<file path="src/rtl/apu_pkg.sv">
// Shared constants and types for the APU frame sequencer: default step
// positions, mode encoding and the step-index type.
package apu_pkg;

  localparam int COUNT_WIDTH_DEFAULT = 15;

  localparam int STEP1_DEFAULT = 3728;
  localparam int STEP2_DEFAULT = 7456;
  localparam int STEP3_DEFAULT = 11185;
  localparam int STEP4_DEFAULT = 14914;
  localparam int STEP5_DEFAULT = 18640;

  localparam logic MODE_4STEP = 1'b0;
  localparam logic MODE_5STEP = 1'b1;

  typedef logic [2:0] step_idx_t;

endpackage

</file>
<file path="src/rtl/apu_frame_step_decoder.sv">
// Combinational step decoder: maps (counter, mode) to step hit, quarter/half
// frame flags, final-step flag and the step index.
module apu_frame_step_decoder
  import apu_pkg::*;
#(
  parameter int COUNT_WIDTH = COUNT_WIDTH_DEFAULT,
  parameter int STEP1       = STEP1_DEFAULT,
  parameter int STEP2       = STEP2_DEFAULT,
  parameter int STEP3       = STEP3_DEFAULT,
  parameter int STEP4       = STEP4_DEFAULT,
  parameter int STEP5       = STEP5_DEFAULT
) (
  input  logic [COUNT_WIDTH-1:0] counter,
  input  logic                   mode,
  output logic                   step_hit,
  output logic                   quarter,
  output logic                   half,
  output logic                   final_step,
  output step_idx_t              step_idx
);

  localparam logic [COUNT_WIDTH-1:0] S1 = COUNT_WIDTH'(STEP1);
  localparam logic [COUNT_WIDTH-1:0] S2 = COUNT_WIDTH'(STEP2);
  localparam logic [COUNT_WIDTH-1:0] S3 = COUNT_WIDTH'(STEP3);
  localparam logic [COUNT_WIDTH-1:0] S4 = COUNT_WIDTH'(STEP4);
  localparam logic [COUNT_WIDTH-1:0] S5 = COUNT_WIDTH'(STEP5);

  always_comb begin
    step_hit   = 1'b0;
    half       = 1'b0;
    final_step = 1'b0;
    step_idx   = 3'd0;
    if (counter == S1) begin
      step_hit = 1'b1;
      step_idx = 3'd1;
    end else if (counter == S2) begin
      step_hit = 1'b1;
      half     = 1'b1;
      step_idx = 3'd2;
    end else if (counter == S3) begin
      step_hit = 1'b1;
      step_idx = 3'd3;
    end else if ((counter == S4) && (mode == MODE_4STEP)) begin
      step_hit   = 1'b1;
      half       = 1'b1;
      final_step = 1'b1;
      step_idx   = 3'd4;
    end else if ((counter == S5) && (mode == MODE_5STEP)) begin
      step_hit   = 1'b1;
      half       = 1'b1;
      final_step = 1'b1;
      step_idx   = 3'd5;
    end
    quarter = step_hit;
  end

endmodule

</file>
<file path="src/rtl/apu_frame_sequencer.sv">
// APU frame sequencer: counts APU ticks, fires quarter/half-frame pulses and
// raises the frame IRQ. IRQ support is built only with APU_FRAME_IRQ_EN.
module apu_frame_sequencer
  import apu_pkg::*;
#(
  parameter int COUNT_WIDTH = COUNT_WIDTH_DEFAULT,
  parameter int STEP1       = STEP1_DEFAULT,
  parameter int STEP2       = STEP2_DEFAULT,
  parameter int STEP3       = STEP3_DEFAULT,
  parameter int STEP4       = STEP4_DEFAULT,
  parameter int STEP5       = STEP5_DEFAULT
) (
  input  logic       iClk,
  input  logic       iReset,
  input  logic       iEnable,
  input  logic       iWrite,
  input  logic [1:0] iData,
  input  logic       iIrqAck,
  output logic       oQuarterFrame,
  output logic       oHalfFrame,
  output logic       oIrq,
  output logic [2:0] oStep
);

  logic [COUNT_WIDTH-1:0] cnt_q, cnt_d;
  logic                   mode_q, mode_d;
  logic                   pend_q, pend_d;
  logic [1:0]             pend_data_q, pend_data_d;
  logic                   quarter_q, quarter_d;
  logic                   half_q, half_d;
  step_idx_t              step_q, step_d;

  logic      dec_hit, dec_quarter, dec_half, dec_final;
  step_idx_t dec_idx;
  logic      apply;
  logic      fire;

  apu_frame_step_decoder #(
    .COUNT_WIDTH (COUNT_WIDTH),
    .STEP1       (STEP1),
    .STEP2       (STEP2),
    .STEP3       (STEP3),
    .STEP4       (STEP4),
    .STEP5       (STEP5)
  ) u_decoder (
    .counter    (cnt_q),
    .mode       (mode_q),
    .step_hit   (dec_hit),
    .quarter    (dec_quarter),
    .half       (dec_half),
    .final_step (dec_final),
    .step_idx   (dec_idx)
  );

  // A pending write takes the whole tick: it suppresses any coincident step.
  assign apply = iEnable & pend_q;
  assign fire  = iEnable & ~pend_q & dec_hit;

`ifdef APU_FRAME_IRQ_EN
  logic inh_q, inh_d;
  logic irq_q, irq_d;
`endif

  always_comb begin
    cnt_d       = cnt_q;
    mode_d      = mode_q;
    step_d      = step_q;
    quarter_d   = 1'b0;
    half_d      = 1'b0;
    pend_d      = iWrite | (pend_q & ~iEnable);
    pend_data_d = iWrite ? iData : pend_data_q;

    if (apply) begin
      cnt_d  = '0;
      mode_d = pend_data_q[1];
      step_d = 3'd0;
      if (pend_data_q[1] == MODE_5STEP) begin
        quarter_d = 1'b1;
        half_d    = 1'b1;
      end
    end else if (iEnable) begin
      cnt_d = dec_final ? '0 : cnt_q + COUNT_WIDTH'(1);
      if (fire) begin
        quarter_d = dec_quarter;
        half_d    = dec_half;
        step_d    = dec_idx;
      end else if (cnt_q == '0) begin
        step_d = 3'd0;
      end
    end

`ifdef APU_FRAME_IRQ_EN
    inh_d = apply ? pend_data_q[0] : inh_q;
    irq_d = irq_q;
    if (iIrqAck)
      irq_d = 1'b0;
    if (fire && (dec_idx == 3'd4) && !inh_q)
      irq_d = 1'b1;
    // Writing inhibit=1 drops the flag at once, not when the write applies.
    if (iWrite && iData[0])
      irq_d = 1'b0;
`endif
  end

  always_ff @(posedge iClk or posedge iReset) begin
    if (iReset) begin
      cnt_q       <= '0;
      mode_q      <= MODE_4STEP;
      pend_q      <= 1'b0;
      pend_data_q <= 2'b00;
      quarter_q   <= 1'b0;
      half_q      <= 1'b0;
      step_q      <= 3'd0;
`ifdef APU_FRAME_IRQ_EN
      inh_q       <= 1'b0;
      irq_q       <= 1'b0;
`endif
    end else begin
      cnt_q       <= cnt_d;
      mode_q      <= mode_d;
      pend_q      <= pend_d;
      pend_data_q <= pend_data_d;
      quarter_q   <= quarter_d;
      half_q      <= half_d;
      step_q      <= step_d;
`ifdef APU_FRAME_IRQ_EN
      inh_q       <= inh_d;
      irq_q       <= irq_d;
`endif
    end
  end

  assign oQuarterFrame = quarter_q;
  assign oHalfFrame    = half_q;
  assign oStep         = step_q;

`ifdef APU_FRAME_IRQ_EN
  assign oIrq = irq_q;
`else
  logic unused_irq_inputs;
  assign unused_irq_inputs = &{1'b0, iIrqAck, pend_data_q[0]};
  assign oIrq = 1'b0;
`endif

endmodule

</file>
<file path="config.mk">
export PLATFORM = sky130hd
export DESIGN_NAME = apu_frame_sequencer
export DESIGN_NICKNAME = d
export VERILOG_FILES = /design/src/rtl/apu_pkg.sv /design/src/rtl/apu_frame_step_decoder.sv /design/src/rtl/apu_frame_sequencer.sv
export SDC_FILE = /design/constraint.sdc
export NUM_CORES = 1
export LEC_CHECK = 0
export CAP_MARGIN = 20
export CORE_MARGIN = 2
export CORE_UTILIZATION = 52
export DETAILED_ROUTE_END_ITERATION = 8
export MAX_ROUTING_LAYER = met4
export PLACE_DENSITY = 0.8
export SYNTH_ARGS = -nofsm -noshare
export SYNTH_HDL_FRONTEND = slang
export SYNTH_SLANG_ARGS = --single-unit
</file>
<file path="constraint.sdc">
create_clock -name iClk -period 2.3 [get_ports iClk]
set_input_delay 0.575 -clock iClk [delete_from_list [all_inputs] [get_ports iClk]]
set_output_delay 0.575 -clock iClk [all_outputs]
set_load 0.01 [all_outputs]
</file>
==> results.cfg <==
[clock_tree]
cts_tree = built
clk_latency_ps = 330
cts-root-buf = clkbuf_4
post_cts_buffers = 0
cts_buffers = 3
hold_buffers = 0
path_clk_slew_ps = 150
cts.sinks = 23
cts_max_level = 1
clk_path_buf_depth = 2

[final_layout]
fillers = 238
syn2layout_area_growth_pct = 19.6
layout-drive-gt1-share_pct = 22.2
nNetsFinal = 215
final_area_um2 = 1850
antenna_cells = 0
finish.utilization_pct = 66.1
instances_no_fill = 234

[timing]
final-setup-viol-count = 1
finalSetupTns_ps = -18.7
timing.final.crit_share_pct = 101
rsz0062_at_grt = yes
finalHoldViolCount = 0
max_freq_mhz = 431
skew_ps = 15.6
layout_setup_ws_ps = -18.7
slew-limit-headroom_pct = 56.6
period_needed_ps = 2320
worst_pin_slew_ps = 646
drv_slew = 0

[worst_setup_path]
rr_worst_depth = 7
cp_cell_sequence = inv_2 -> ha_4 -> or4b_4 -> or4_4 -> and3_4 -> a21o_1 -> a22o_1
r2r_end = cnt_q[4]$_DFFE_PP0P_
critPathCapture = cnt_q[4]$_DFFE_PP0P_
cp_max_fo = 6
cp.required_ps = 2520
start_kind = flop
worstPathArrival_ps = 2540
startpoint = cnt_q[1]$_DFFE_PP0P_
crit_slowest_cell = or4_4
path_delay_family = simple AND/OR/NAND/NOR gates
slowest_delay_ps = 570
critPathCaptureType = flop
worstSetupPathType = flop to flop
crit_cells = 7
rrSetupSlack_ps = -20
critical_path_buf_inv_count = 1
r2r_start = cnt_q[1]$_DFFE_PP0P_

[synthesis]
synth_cells = 176
yosys.area_share.simple_pct = 29.3
synth-main-ff-cell = dfrtp_1
synth_mux_area_share_pct = 2.75
synthDistinctLibCells = 46
synth_edf_count = 0
synth_compound_area_share_pct = 17.7
synth_top_cell_by_area = dfrtp_1
synth_top_family_by_area = simple AND/OR/NAND/NOR gates
synthAdderAreaFrac_pct = 3.23
synthXorXnorAreaFrac_pct = 1.13
synth.avg_cell_area_um2 = 8.80
synth_seq_cells = 23
netlist_area_um2 = 1550
yosysWarnings = 0
postSynth.asyncResetShare_pct = 100
synth_top_area_share_pct = 37.2
synth_fp_nets = 187
yosysSeqAreaShare_pct = 37.2
yosys-top-cells-area = dfrtp_1, nand2_1, nand3_1

[global_routing]
grt_pass1_wl_um = 6890
grt_overflow_total = 0
antenna_found_initial = 0
gr-usage-all-layers_pct = 27.0
grt_pass1_vias = 1468
grt_max_degree = 24

[power]
peakVddDrop_uv = 239
powerDensity_nw_per_um2 = 410
finalPower_mw = 0.760
p_leak_nw = 0.809

[flow_run]
cap_violations = 0

[die]
chipWidth_um = 58.6
dieArea_um2 = 3430
initial_core_util_pct = 55.2
die_h_um = 58.6
io_pins = 13
core_um2 = 2810
placement_rows = 19

[routing]
num_vias = 1536
routedWlPerCell_um = 18.1
totalWireLength_um = 4240
first_pass_iters = 6
ant_nets = 0
vias_per_cell = 6.56
drc = 2
drt_iter0_drc = 106

[placement]
dp.cells = 228
io_buffer_count = 9
gp_congestion = 0.951
postPlaceCellArea_um2 = 1800
hpwlAfterDp_um = 3010

[run_status]
violations = DRC, setup timing
outcome = complete, but fails checks

[hold_path]
hp-class = flop to flop
-- worst min-delay path by stage --
stage	startpoint	end	slack [ps]	depth (start not counted)
floorplan	pend_data_q[1]$_DFFE_PP0P_	mode_q$_DFFE_PP0P_	500	1
global placement	oStep[2]$_DFFE_PP0P_	oStep[2]$_DFFE_PP0P_	490	1
detailed placement	oStep[2]$_DFFE_PP0P_	oStep[2]$_DFFE_PP0P_	510	1
CTS	oStep[2]$_DFFE_PP0P_	oStep[2]$_DFFE_PP0P_	540	1
global route	pend_data_q[1]$_DFFE_PP0P_	pend_data_q[1]$_DFFE_PP0P_	570	1
finish	oStep[2]$_DFFE_PP0P_	oStep[2]$_DFFE_PP0P_	540	1
-- stage by stage --
stage          hold WS, ps  worst slack, ps
2_1_floorplan          499             8.87
3_3_place_gp           488             29.3
3_5_place_dp           508            -6.41
4_1_cts                540           -0.716
5_1_grt                574            -47.7
6_report               536            -18.7
-- power breakdown --
| group | internal, mW | switching, mW |
|---|---|---|
| Clock | 0.0652 | 0.139 |
| Sequential | 0.417 | 0.0103 |
| Combinational | 0.0621 | 0.0668 |
| Total | 0.544 | 0.216 |
-- logic make-up after synthesis --
group                      count (synthesis)
buffers and inverters                     25
other                                      1
adders and majority gates                  4
and+or+nand+nor                           75
muxes                                      4
DFF                                       23
xor gates and xnor gates                   2
AOI/OAI and AO/OA                         42
-- per-layer routing --
layer	part of all wire (%)	wire [um]	GRT usage (%)
met1	40	1700	31.0
met2	51	2150	48.5
met3	7.5	320	3.74
met4	1.7	73	8.77
met5	0	0	-
-- synth_stat cells, drive strengths merged (2+ instances only) --
cell type and n:
inv 8, a31oi 8, and3 4, and4 2, nand4 4, o211ai 2
or4bb 2, a22o 4, dfrtp 23, nor4b 2, or3 6, nand4b 2
nand3 12, mux2i 2, buf 11, nor2 8, clkbuf 5, o21ai 11
nand2 18, a21oi 9, a41oi 3, or4 4, ha 4, xnor2 2
mux2 2, nor4 4, a21o 2
-- state kept, by name, indices dropped and copies added, names as in the netlist --
signal,count
cnt_q,15
oQuarterFrame,1
pend_data_q,1
oStep,3
pend_q,1
oHalfFrame,1
mode_q,1
-- worst register-to-register path: stages, from the launching register on --
cell     delay [ps]
dfrtp_1         420
inv_2            80
ha_4            130
or4b_4          460
or4_4           570
and3_4          220
a21o_1          160
a22o_1          170
-- placed cells by master (no fill, tap or decap), types with 2 or more instances in the layout --
cell	instances
nor2_1	8
or3_1	5
nand4b_1	2
clkdlybuf4s50_1	9
nand4_1	4
inv_2	2
and3_1	3
or4_1	3
o211ai_1	2
dfrtp_1	23
or4bb_1	2
o21ai_0	2
a41oi_2	2
o21ai_1	9
mux2i_1	2
nand2_1	18
inv_1	6
a31oi_1	8
a21o_1	2
nor4b_1	2
nor4_1	4
and3_2	2
nand3_1	12
buf_4	28
xnor2_1	2
mux2_2	2
and4_1	2
clkbuf_4	3
a21oi_1	9
a22o_1	4
ha_1	3
-- final cells by class --
type / count / area [um2] / share of cell area (%)
multi-input cells: 130 / 877 / 47.3
clock buffers: 3 / 22.5 / 1.22
inverters: 9 / 33.8 / 1.82
well taps: 31 / 38.8 / 2.09
clock inverters: 1 / 5.00 / 0.270
flip-flops and latches: 23 / 576 / 31.1
repair buffers: 37 / 300 / 16.2
-- what timing repair did --
item / 4_1_cts / 5_1_grt
gates cloned: 2 / 0
resized for setup: 0 / 1
setup endpoints to repair: 1 / 6
Note: power is estimated with default switching activity, not from simulation.
